<file path="config.mk">
export PLATFORM = sky130hd
export DESIGN_NAME = output_port_arbiter
export DESIGN_NICKNAME = d
export VERILOG_FILES = /design/src/rtl/output_port_arbiter.sv
export SDC_FILE = /design/constraint.sdc
export NUM_CORES = 1
export LEC_CHECK = 0
export BUFFER_PORTS_ARGS = -buffer_cell sky130_fd_sc_hd__buf_4
export CAP_MARGIN = 20
export CORE_MARGIN = 2
export CORE_UTILIZATION = 45
export CTS_BUF_LIST = sky130_fd_sc_hd__clkbuf_4 sky130_fd_sc_hd__clkbuf_8
export DETAILED_ROUTE_END_ITERATION = 8
export GPL_TIMING_DRIVEN = 0
export HOLD_SLACK_MARGIN = 0.06
export MAX_ROUTING_LAYER = met4
export PLACE_DENSITY = 0.88
export SYNTH_ARGS = -nofsm -noshare
export SYNTH_HDL_FRONTEND = slang
export SYNTH_SLANG_ARGS = --single-unit
export TNS_END_PERCENT = 100
</file>
<file path="constraint.sdc">
create_clock -name clock -period 2.22 [get_ports clock]
set_clock_uncertainty 0.2 [all_clocks]
set_input_delay 0.222 -clock clock [delete_from_list [all_inputs] [get_ports clock]]
set_output_delay 0.222 -clock clock [all_outputs]
set_load 0.005 [all_outputs]
</file>
<file path="src/rtl/output_port_arbiter.sv">
// Round-robin output-port arbiter: grants one requester a burst of beats
// and registers the accepted beat onto the pad output-register D inputs.
module output_port_arbiter #(
    parameter int               N_REQ      = 4,
    parameter int               WIDTH      = 8,
    parameter logic [WIDTH-1:0] IDLE_VALUE = '0,
    parameter int               MAX_BURST  = 4,
    localparam int              GW         = (N_REQ > 1) ? $clog2(N_REQ) : 1
) (
    input  logic                   clock,
    input  logic                   RESET,
    input  logic [N_REQ-1:0]       req_valid,
    input  logic [N_REQ*WIDTH-1:0] req_data,
    input  logic [N_REQ-1:0]       req_last,
    output logic [N_REQ-1:0]       req_ready,
    output logic [WIDTH-1:0]       out_d,
    output logic                   out_valid,
    output logic [GW-1:0]          grant_id,
    output logic                   busy
);

    typedef enum logic [1:0] {
        IDLE  = 2'd0,
        BURST = 2'd1,
        GAP   = 2'd2
    } state_t;

    state_t           state_q, state_d;
    logic [GW-1:0]    grant_q, grant_d;
    logic [GW-1:0]    last_q, last_d;
    logic [7:0]       cnt_q, cnt_d;
    logic [WIDTH-1:0] data_q, data_d;
    logic             valid_q, valid_d;

    logic [WIDTH-1:0] data_a [N_REQ];
    logic             rr_found;
    logic [GW-1:0]    rr_pick;
    logic [GW-1:0]    rr_idx;
    logic [8:0]       cnt_inc;

    for (genvar i = 0; i < N_REQ; i++) begin : g_unpack
        assign data_a[i] = req_data[i*WIDTH +: WIDTH];
    end

    // Search starts one past the previous owner so every requester gets a turn.
    always_comb begin
        rr_found = 1'b0;
        rr_pick  = '0;
        rr_idx   = '0;
        for (int k = 1; k <= N_REQ; k++) begin
            rr_idx = GW'((int'(last_q) + k) % N_REQ);
            if (!rr_found && req_valid[rr_idx]) begin
                rr_found = 1'b1;
                rr_pick  = rr_idx;
            end
        end
    end

    assign cnt_inc = {1'b0, cnt_q} + 9'd1;

    always_comb begin
        state_d   = state_q;
        grant_d   = grant_q;
        last_d    = last_q;
        cnt_d     = cnt_q;
        data_d    = IDLE_VALUE;
        valid_d   = 1'b0;
        req_ready = '0;
        unique case (state_q)
            IDLE: begin
                if (rr_found) begin
                    grant_d = rr_pick;
                    cnt_d   = 8'd0;
                    state_d = BURST;
                end
            end
            BURST: begin
                req_ready[grant_q] = 1'b1;
                if (req_valid[grant_q]) begin
                    data_d  = data_a[grant_q];
                    valid_d = 1'b1;
                    cnt_d   = (cnt_q == 8'hFF) ? cnt_q : cnt_inc[7:0];
                    // last flag and beat limit on the same beat end the burst once
                    if (req_last[grant_q] || cnt_inc == 9'(MAX_BURST)) begin
                        state_d = GAP;
                        last_d  = grant_q;
                    end
                end
            end
            GAP: begin
                state_d = IDLE;
            end
            default: begin
                state_d = IDLE;
            end
        endcase
    end

    always_ff @(posedge clock) begin
        if (RESET) begin
            state_q <= IDLE;
            grant_q <= '0;
            last_q  <= GW'(N_REQ - 1);
            cnt_q   <= 8'd0;
            data_q  <= IDLE_VALUE;
            valid_q <= 1'b0;
        end else begin
            state_q <= state_d;
            grant_q <= grant_d;
            last_q  <= last_d;
            cnt_q   <= cnt_d;
            data_q  <= data_d;
            valid_q <= valid_d;
        end
    end

    assign out_d     = data_q;
    assign out_valid = valid_q;
    assign grant_id  = grant_q;
    assign busy      = (state_q != IDLE);

endmodule

</file>
==> reports/qor.csv, run 1 <==
stage;metric;value;unit
floorplan;Core Footprint;3000;µm²
routing;WL met3;107;µm
routing;initial DRC count;53;
cts;root buffer cell;clkbuf_4;
sta;Final Max Slew Viols;0;
sta;Tmin final;2.11;ns
floorplan;area of the die;3580;µm²
finish;most frequent cells in the layout;58 x buf_4, 21 x dfxtp_1, 12 x nand2_1, 10 x nor2_1, 9 x a21oi_1;
setup_path;CP Max Fanout;7;
sta;Max Clk Rate;0.474;GHz
finish;area grow syn2layout;36.5;%
setup_path;Stages on worst setup path;6;
finish;commonest non-fill, non-tap cell in the layout;buf_4;
place;Post-DP HPWL;2.81;mm
cts;Sinks on Clock Net;23;
setup_path;endpoint type of the worst setup path;flip-flop;
global_route;first-pass GRT wire length;6.17;mm
finish;Final Core Density;0.637;
setup_path;Arr. time, crit path;2.11;ns
hold_path;worst min path class;primary input to flip-flop;
cts;CTS tree;built;
finish;share of layout cells above drive strength 1;0.392;
setup_path;Bufs and invs on worst path;0;
logic_synthesis;Ys Warns;0;
sta;Fin. Hold Viols;0;
logic_synthesis;EDFF count, synth;0;
floorplan;I/O pin count;58;
finish;Final #Nets;249;
cts;clock transition at the registers of the reported paths;0.13;ns
setup_path;cells on worst reg2reg path;6;
cts;Num CTS Buffers;3;
routing;number of remaining DRC errors;0;
routing;routed len/inst;15.4;µm
routing;Top Metal Used;met4;
global_route;gr usage total;0.242;
sta;relative slew slack;0.633;
cts;Max Buffers Root-to-Sink;2;
power;power per cell area;518;nW/µm²
setup_path;Worst Setup Start Kind;flip-flop;
setup_path;cell family with most CP delay;compound AO/OA/AOI/OAI gates;
routing;vias;1362;
global_route;number of global-route vias before repair;1333;
outcome;outcome;complete, no violations;
power;VDD IR max;0.000293;V
floorplan;initial core utilization;0.467;
setup_path;slowest stage delay, CP;0.46;ns
floorplan;Die Wd;59.8;µm
setup_path;required time worst endpoint;2.22;ns
place;# port buffers;57;
logic_synthesis;most used flip-flop cell after synthesis;dfxtp_1;
global_route;largest net degree at the start of global routing;13;
routing;Via density;5.75;
setup_path;Worst Setup Path Type;flip-flop to flip-flop;
global_route;grt ovf;0;
place;gp weighted congestion;0.795;
sta;Final setup viols;0;
logic_synthesis;Seq cells post-synth;23;
hold_path;cell count of the worst hold path;4;
routing;met1 WL;1.55;mm
sta;RSZ-0062 raised after global routing;no;
routing;met2 WL post-DR;1.89;mm
global_route;initial antenna violation count;0;
routing;Final ANT Viol Nets;0;
routing;WL final;3.65;mm
logic_synthesis;asr flop ratio synth;0;
logic_synthesis;Post-Syn Area per Cell;9.87;µm²
finish;n_diodes;0;
cts;# H-tree levels;1;
setup_path;CP cell instances;ha_1, or3b_2, o31ai_1, a41oi_2, o21ai_1, o211ai_1;
power;Static Leak;0.872;nW
setup_path;CP max stage cell;or3b_2;
logic_synthesis;Synth Net Count;186;
sta;Slew @ Worst Pin;0.551;ns
logic_synthesis;Yosys cell types;48;
sta;period utilization;0.949;
sta;setup tns final;0;ns
cts;Worst-Skew Late Latency;0.32;ns
logic_synthesis;register area share after synthesis;0.329;
floorplan;Die H;59.8;µm
routing;drt pass-1 iters;4;
logic_synthesis;area of the mapped netlist;1400;µm²
floorplan;Rows;20;
logic_synthesis;Post-Syn Instances;142;
flow_run;Max-Cap Viols;0;
-- cells in the mapped netlist, types with 2 or more instances --
cell type | n | area (µm²)
nor2_1 | 10 | 37.5
a31oi_1 | 2 | 12.5
dfxtp_1 | 23 | 460
nor2b_1 | 2 | 12.5
and2_1 | 2 | 12.5
nor3_1 | 5 | 25.0
nand2_1 | 12 | 45.0
or2_2 | 2 | 12.5
a21oi_1 | 9 | 45.0
ha_1 | 2 | 25.0
and3_1 | 8 | 50.1
inv_1 | 6 | 22.5
mux4_2 | 2 | 45.0
a21o_1 | 2 | 15.0
o21ai_0 | 4 | 20.0
o31ai_1 | 2 | 15.0
mux4_1 | 8 | 210
nand3_1 | 5 | 25.0
nand2b_1 | 2 | 12.5
clkbuf_1 | 4 | 15.0
mux2i_1 | 2 | 20.0
o21ai_1 | 2 | 10.0
-- state kept, by name, indices dropped and copies added (netlist names) --
register / count
out_valid: 1
out_d: 8
cnt_q: 8
state_q: 2
grant_id: 2
last_q: 2
-- logic make-up after synthesis --
| family | after synthesis | synth area share |
|---|---|---|
| flops | 23 | 0.329 |
| compound gates | 33 | 0.174 |
| mux | 14 | 0.212 |
| simple gates | 58 | 0.227 |
| buf+inv | 12 | 0.0402 |
| fa+ha+maj | 2 | 0.0179 |
-- cell type report --
type | count | area, µm²
Buffer | 6 | 33.8
Clock buffer | 4 | 30.0
Fill cell | 263 | 1090
Inverter | 6 | 22.5
Multi-Input combinational cell | 107 | 885
Sequential cell | 23 | 463
Tap cell | 33 | 41.3
Timing Repair Buffer | 58 | 438
-- power breakdown --
part	switching, mW	internal [mW]	total, mW
clock	0.134	0.0825	0.216
sequential	0.0227	0.437	0.459
combinational	0.135	0.180	0.316
-- final timing paths --
check	to	slack, ns	from
setup / recovery	last_q[0]	0.11	cnt_q[1]
hold / removal	grant_id[0]	0.11	req_valid[0]
setup reg to reg	last_q[0]	0.11	cnt_q[1]
hold reg to reg	cnt_q[0]	0.39	cnt_q[0]
-- worst register-to-register path, cell delays in order, from the launching register on --
cell,delay (ns)
dfxtp_2,0.42
ha_1,0.25
or3b_2,0.46
o31ai_1,0.10
a41oi_2,0.26
o21ai_1,0.21
o211ai_1,0.10
-- per-stage QoR --
step | hold slack [ns] | std cells | area [µm²] | power, mW | worst slack (ns)
6_report | 0.106 | 237 | 1910 | 0.991 | 0.112
4_1_cts | 0.103 | 237 | 1910 | 0.995 | 0.0343
3_3_place_gp | 0.329 | 232 | 1870 | 0.771 | 0.117
3_5_place_dp | 0.346 | 232 | 1870 | 0.783 | 0.0484
2_1_floorplan | 0.228 | 142 | 1400 | 0.647 | 0.284
5_1_grt | 0.104 | 237 | 1910 | 1.05 | 0.00874
-- per-layer routing --
metal | vias to the layer above | track usage
met5 | - | -
met3 | 8 | 0.0216
li1 | 669 | -
met4 | 0 | 0.102
met2 | 32 | 0.425
met1 | 653 | 0.280
-- what timing repair did --
| action | CTS | global route |
|---|---|---|
| endpoints found under the hold margin | 2 | 0 |
| endpoints found under the setup margin | 0 | 2 |
| gates resized for setup | 0 | 2 |
| setup buffers | 0 | 0 |
| hold buffers | 1 | 0 |
Power figures use the tool's default switching activity.
==> run 2, diff against run 1 <==
--- a/config.mk
+++ b/config.mk
@@ -12,8 +12,7 @@
 export CTS_BUF_LIST = sky130_fd_sc_hd__clkbuf_4 sky130_fd_sc_hd__clkbuf_8
 export DETAILED_ROUTE_END_ITERATION = 8
 export GPL_TIMING_DRIVEN = 0
-export HOLD_SLACK_MARGIN = 0.06
-export MAX_ROUTING_LAYER = met4
+export HOLD_SLACK_MARGIN = 0.02
 export PLACE_DENSITY = 0.88
 export SYNTH_ARGS = -nofsm -noshare
 export SYNTH_HDL_FRONTEND = slang
==> run 2 against run 1 <==
  * Via count down 0.88%
  * Highest routed layer unchanged
  * Count of clock-buffer cells in the layout unchanged
  * First-iteration DRC count down 19%
  * Wire length up 0.25%
  * Die area unchanged
  * Setup slack better by 0.0054 ns
  * Combinational power about the same
  * Sequential power about the same
  * Clock power up 2%
==> reports/qor.csv, run 2 (synthesis results as in run 1) <==
stage;metric;value;unit;change
finish;area grow syn2layout;36.5;%;unchanged
finish;Final Core Density;0.637;;unchanged
global_route;gr usage total;0.235;;was 0.242
finish;commonest non-fill, non-tap cell in the layout;buf_4;;unchanged
routing;WL final;3.65;mm;about the same
finish;footprint of the multi-input gates;885;µm²;unchanged
setup_path;Worst Setup Path Type;flip-flop to flip-flop;;unchanged
cts;root buffer cell;clkbuf_4;;unchanged
global_route;first-pass GRT wire length;6.18;mm;was 6.17 mm
setup_path;Bufs and invs on worst path;0;;unchanged
sta;Final Max Slew Viols;0;;unchanged
global_route;grt ovf;0;;unchanged
cts;Sinks on Clock Net;23;;unchanged
cts;# H-tree levels;1;;unchanged
global_route;met3 Track Usage GR;0.0216;;unchanged
global_route;number of global-route vias before repair;1330;;was 1333
floorplan;I/O pin count;58;;unchanged
cts;Max Buffers Root-to-Sink;2;;unchanged
cts;CTS tree;built;;unchanged
routing;Via density;5.70;;was 5.75
finish;design area;1910;µm²;unchanged
sta;relative slew slack;0.637;;was 0.633
global_route;met2 usage;0.425;;unchanged
setup_path;endpoint type of the worst setup path;flip-flop;;unchanged
cts;clock transition at the registers of the reported paths;0.14;ns;was 0.13 ns
global_route;met1 usage;0.278;;was 0.280
routing;initial DRC count;43;;was 53
sta;RSZ-0062 raised after global routing;no;;unchanged
finish;n_diodes;0;;unchanged
outcome;outcome;complete, no violations;;unchanged
sta;setup tns final;0;ns;unchanged
finish;Final #Nets;249;;unchanged
hold_path;worst min path class;primary input to flip-flop;;unchanged
place;DP Area;1870;µm²;unchanged
sta;Final setup viols;0;;unchanged
power;Power Total;0.995;mW;was 0.991 mW
setup_path;CP max stage cell;or3b_2;;unchanged
sta;Max Clk Rate;0.476;GHz;was 0.474 GHz
floorplan;Rows;20;;unchanged
sta;period utilization;0.947;;was 0.949
routing;vias;1350;;was 1362
global_route;initial antenna violation count;0;;unchanged
setup_path;Worst Setup Start Kind;flip-flop;;unchanged
cts;Worst-Skew Late Latency;0.32;ns;about the same
place;gp weighted congestion;0.784;;was 0.795
power;VDD IR max;0.000294;V;was 0.000293 V
floorplan;area of the die;3580;µm²;unchanged
routing;number of remaining DRC errors;0;;unchanged
finish;share of layout cells above drive strength 1;0.392;;unchanged
routing;Final ANT Viol Nets;0;;unchanged
setup_path;required time worst endpoint;2.22;ns;about the same
routing;routed len/inst;15.4;µm;about the same
floorplan;Core Footprint;3000;µm²;unchanged
finish;fillers;263;;unchanged
routing;drt pass-1 iters;6;;was 4
global_route;GR peak layer;met2;;unchanged
global_route;largest net degree at the start of global routing;13;;unchanged
sta;Slew @ Worst Pin;0.544;ns;was 0.551 ns
floorplan;Die H;59.8;µm;unchanged
power;Static Leak;0.872;nW;unchanged
place;Post-DP HPWL;2.81;mm;unchanged
finish;FF+latch area;463;µm²;unchanged
floorplan;initial core utilization;0.467;;unchanged
cts;Num CTS Buffers;3;;unchanged
sta;Tmin final;2.10;ns;was 2.11 ns
power;power per cell area;520;nW/µm²;was 518 nW/µm²
cts;post-CTS setup buffer count;0;;unchanged
flow_run;Max-Cap Viols;0;;unchanged
floorplan;Die Wd;59.8;µm;unchanged
place;# port buffers;57;;unchanged
setup_path;CP Max Fanout;7;;unchanged
sta;Fin. Hold Viols;0;;unchanged
setup_path;CP cell instances;ha_1, or3b_2, o31ai_1, a41oi_2, o21ai_1, o211ai_1;;unchanged
finish;most frequent cells in the layout;58 x buf_4, 21 x dfxtp_1, 12 x nand2_1, 10 x nor2_1, 9 x a21oi_1;;unchanged
setup_path;cell family with most CP delay;compound AO/OA/AOI/OAI gates;;unchanged
setup_path;slowest stage delay, CP;0.46;ns;about the same
setup_path;Arr. time, crit path;2.11;ns;about the same
[run 2: worst reg2reg max path, delay by kind of cell, from the launching register on]
family                     cells  cell delay, ns
AOI/OAI and AO/OA              4            0.67
and+or+nand+nor                1            0.46
DFF                            1            0.42
adders and majority gates      1            0.25
[run 2: worst paths after layout]
kind	cells after the start	endpoint	start	slack (ns)
max	6	last_q[0]	cnt_q[1]	0.12
min	4	grant_id[0]	req_valid[0]	0.11
max reg2reg	6	last_q[0]	cnt_q[1]	0.12
min reg2reg	2	cnt_q[0]	cnt_q[0]	0.39
[run 2: final cells by class]
| cell class | instances | share of cell area |
|---|---|---|
| Buffer | 6 | 0.0177 |
| Clock buffer | 4 | 0.0157 |
| Inverter | 6 | 0.0118 |
| Sequential cell | 23 | 0.242 |
| Timing Repair Buffer | 58 | 0.229 |
| Tap cell | 33 | 0.0216 |
| Multi-Input combinational cell | 107 | 0.462 |
[run 2: per-layer routing]
layer  vias to the layer above  part of all wire  wire length (µm)
li1                        670                 -                 -
met1                       638              0.43              1580
met2                        34              0.51              1860
met3                         8             0.030               108
met4                         0             0.028               102
met5                         -                 0                 0
[run 2: power by group]
part | switching (mW) | total, mW | internal (mW)
combinational | 0.136 | 0.316 | 0.180
sequential | 0.0226 | 0.459 | 0.437
clock | 0.137 | 0.220 | 0.0826
total | 0.295 | 0.995 | 0.700
[run 2: what timing repair did]
| action | 4_1_cts | 5_1_grt |
|---|---|---|
| resized for setup | 0 | 2 |
| hold buffers | 1 | 0 |
| endpoints found under the setup margin | 0 | 2 |
| endpoints found under the hold margin | 2 | 0 |
[run 2: through the flow]
stage	setup slack [ns]	hold WS, ns	cells
floorplan	0.284	0.228	142
global placement	0.117	0.329	232
detailed placement	0.0484	0.346	232
CTS	0.0343	0.103	237
global route	0.00795	0.104	237
finish	0.118	0.106	237
==> run 3, diff against run 2 <==
--- a/config.mk
+++ b/config.mk
@@ -8,12 +8,12 @@
 export BUFFER_PORTS_ARGS = -buffer_cell sky130_fd_sc_hd__buf_4
 export CAP_MARGIN = 20
 export CORE_MARGIN = 2
-export CORE_UTILIZATION = 45
+export CORE_UTILIZATION = 49
 export CTS_BUF_LIST = sky130_fd_sc_hd__clkbuf_4 sky130_fd_sc_hd__clkbuf_8
 export DETAILED_ROUTE_END_ITERATION = 8
 export GPL_TIMING_DRIVEN = 0
 export HOLD_SLACK_MARGIN = 0.02
-export PLACE_DENSITY = 0.88
+export PLACE_DENSITY = 0.93
 export SYNTH_ARGS = -nofsm -noshare
 export SYNTH_HDL_FRONTEND = slang
 export SYNTH_SLANG_ARGS = --single-unit
==> run 3 against run 2 <==
  * Sequential share of layout area is the same
  * Total power fell by 0.73%
  * Hold slack got worse by 0.0069 ns
  * Largest cell class unchanged
  * Highest routed layer unchanged
==> reports/qor.csv, run 3 (synthesis results as in run 1) <==
stage;metric;value;unit;change
floorplan;Die H;57.5;µm;was 59.8 µm
finish;most frequent cells in the layout;58 x buf_4, 21 x dfxtp_1, 12 x nand2_1, 10 x nor2_1, 9 x a21oi_1;;unchanged
power;Power Total;0.988;mW;was 0.995 mW
setup_path;slowest stage delay, CP;0.52;ns;was 0.46 ns
sta;Final Max Slew Viols;0;;unchanged
setup_path;CP cell instances;buf_6, mux4_2, a41oi_2, nand3b_1, nand3_1;;was ha_1, or3b_2, o31ai_1, a41oi_2, o21ai_1, o211ai_1
sta;Fin. Hold Viols;0;;unchanged
finish;area grow syn2layout;36.5;%;unchanged
cts;CTS tree;built;;unchanged
sta;Final setup viols;0;;unchanged
routing;Final ANT Viol Nets;0;;unchanged
finish;Final #Nets;249;;unchanged
setup_path;CP max stage cell;mux4_2;;was or3b_2
global_route;largest net degree at the start of global routing;15;;was 13
routing;drt pass-1 iters;4;;was 6
routing;vias;1381;;was 1350
power;power per cell area;516;nW/µm²;was 520 nW/µm²
finish;commonest non-fill, non-tap cell in the layout;buf_4;;unchanged
finish;footprint of the multi-input gates;887;µm²;was 885 µm²
floorplan;Rows;19;;was 20
floorplan;Core Footprint;2730;µm²;was 3000 µm²
setup_path;Worst Setup Path Type;flip-flop to flip-flop;;unchanged
setup_path;FF-to-FF Start;grant_id[0];;was cnt_q[1]
cts;Max Buffers Root-to-Sink;2;;unchanged
sta;relative slew slack;0.642;;was 0.637
finish;n_diodes;0;;unchanged
setup_path;Arr. time, crit path;2.13;ns;was 2.11 ns
power;VDD IR max;0.000417;V;was 0.000294 V
routing;initial DRC count;27;;was 43
global_route;initial antenna violation count;0;;unchanged
sta;setup tns final;0;ns;unchanged
cts;Sinks on Clock Net;23;;unchanged
global_route;GR peak layer;met2;;unchanged
cts;Worst-Skew Late Latency;0.33;ns;was 0.32 ns
global_route;met1 usage;0.299;;was 0.278
global_route;met3 Track Usage GR;0.0181;;was 0.0216
finish;share of layout cells above drive strength 1;0.397;;was 0.392
routing;routed len/inst;15.7;µm;was 15.4 µm
routing;WL final;3.69;mm;was 3.65 mm
global_route;number of global-route vias before repair;1324;;was 1330
global_route;first-pass GRT wire length;5.98;mm;was 6.18 mm
outcome;outcome;complete, no violations;;unchanged
place;Post-DP HPWL;2.79;mm;was 2.81 mm
finish;fillers;207;;was 263
sta;Max Clk Rate;0.473;GHz;was 0.476 GHz
cts;root buffer cell;clkbuf_4;;unchanged
setup_path;required time worst endpoint;2.24;ns;was 2.22 ns
power;Static Leak;0.865;nW;was 0.872 nW
sta;period utilization;0.953;;was 0.947
cts;# H-tree levels;1;;unchanged
setup_path;CP Max Fanout;10;;was 7
global_route;gr usage total;0.236;;was 0.235
routing;number of remaining DRC errors;0;;unchanged
cts;post-CTS setup buffer count;0;;unchanged
routing;Via density;5.88;;was 5.70
sta;Tmin final;2.12;ns;was 2.10 ns
global_route;grt ovf;0;;unchanged
place;gp weighted congestion;0.819;;was 0.784
place;# port buffers;57;;unchanged
hold_path;worst min path class;primary input to flip-flop;;unchanged
floorplan;area of the die;3300;µm²;was 3580 µm²
finish;FF+latch area;463;µm²;unchanged
setup_path;Worst Setup Start Kind;flip-flop;;unchanged
sta;Slew @ Worst Pin;0.537;ns;was 0.544 ns
global_route;met2 usage;0.399;;was 0.425
floorplan;Die Wd;57.5;µm;was 59.8 µm
floorplan;initial core utilization;0.513;;was 0.467
setup_path;endpoint type of the worst setup path;flip-flop;;unchanged
hold_path;hold_sp;req_valid[0];;unchanged
setup_path;crit path from;grant_id[0];;was cnt_q[1]
flow_run;Max-Cap Viols;0;;unchanged
floorplan;I/O pin count;58;;unchanged
cts;clock transition at the registers of the reported paths;0.14;ns;about the same
sta;RSZ-0062 raised after global routing;no;;unchanged
cts;Num CTS Buffers;3;;unchanged
## run 3: worst max-delay path, delay by kind of cell, from the launching register on
| kind | cells | cell delay [ns] |
|---|---|---|
| flops | 1 | 0.47 |
| compound gates | 1 | 0.35 |
| buf+inv | 1 | 0.21 |
| mux | 1 | 0.52 |
| simple gates | 2 | 0.24 |
## run 3: timing repair
item	4_1_cts	5_1_grt
setup endpoints to repair	0	6
hold buffers	1	0
endpoints found under the hold margin	2	0
resized for setup	0	3
## run 3: layer usage
metal	part of all wire	up-vias
met1	0.42	670
met2	0.52	37
met5	0	-
met4	0.031	0
met3	0.034	13
li1	-	661
## run 3: cell type report
class / count / area share
timing repair buffer: 58 / 0.229
clock buffer: 3 / 0.0118
inverter: 6 / 0.0118
tap: 31 / 0.0203
buffer: 6 / 0.0177
multi-input combinational: 107 / 0.464
clock inverter: 1 / 0.00392
sequential: 23 / 0.242
## run 3: path summary, 6_finish.rpt
kind	end	slack [ns]	depth (start not counted)
worst min-delay path	grant_id[0]	0.1	4
worst max register to register	last_q[1]	0.10	5
worst min register to register	last_q[0]	0.38	2
worst max-delay path	last_q[1]	0.10	5
## run 3: metrics by stage
step | worst slack, ns | utilization | instance area (µm²) | hold WS (ns) | instances
finish | 0.104 | 0.700 | 1910 | 0.0990 | 235
global route | 0.00636 | 0.700 | 1910 | 0.127 | 235
CTS | 0.0536 | 0.698 | 1910 | 0.0904 | 235
detailed placement | 0.0663 | 0.683 | 1870 | 0.337 | 230
global placement | 0.105 | 0.683 | 1870 | 0.330 | 230
floorplan | 0.284 | - | 1400 | 0.228 | 142
## run 3: report_power, final
group | internal (mW) | leakage (nW) | switching (mW)
clock | 0.0691 | 0.0139 | 0.143
combinational | 0.181 | 0.663 | 0.135
sequential | 0.437 | 0.188 | 0.0234
total | 0.687 | 0.865 | 0.301
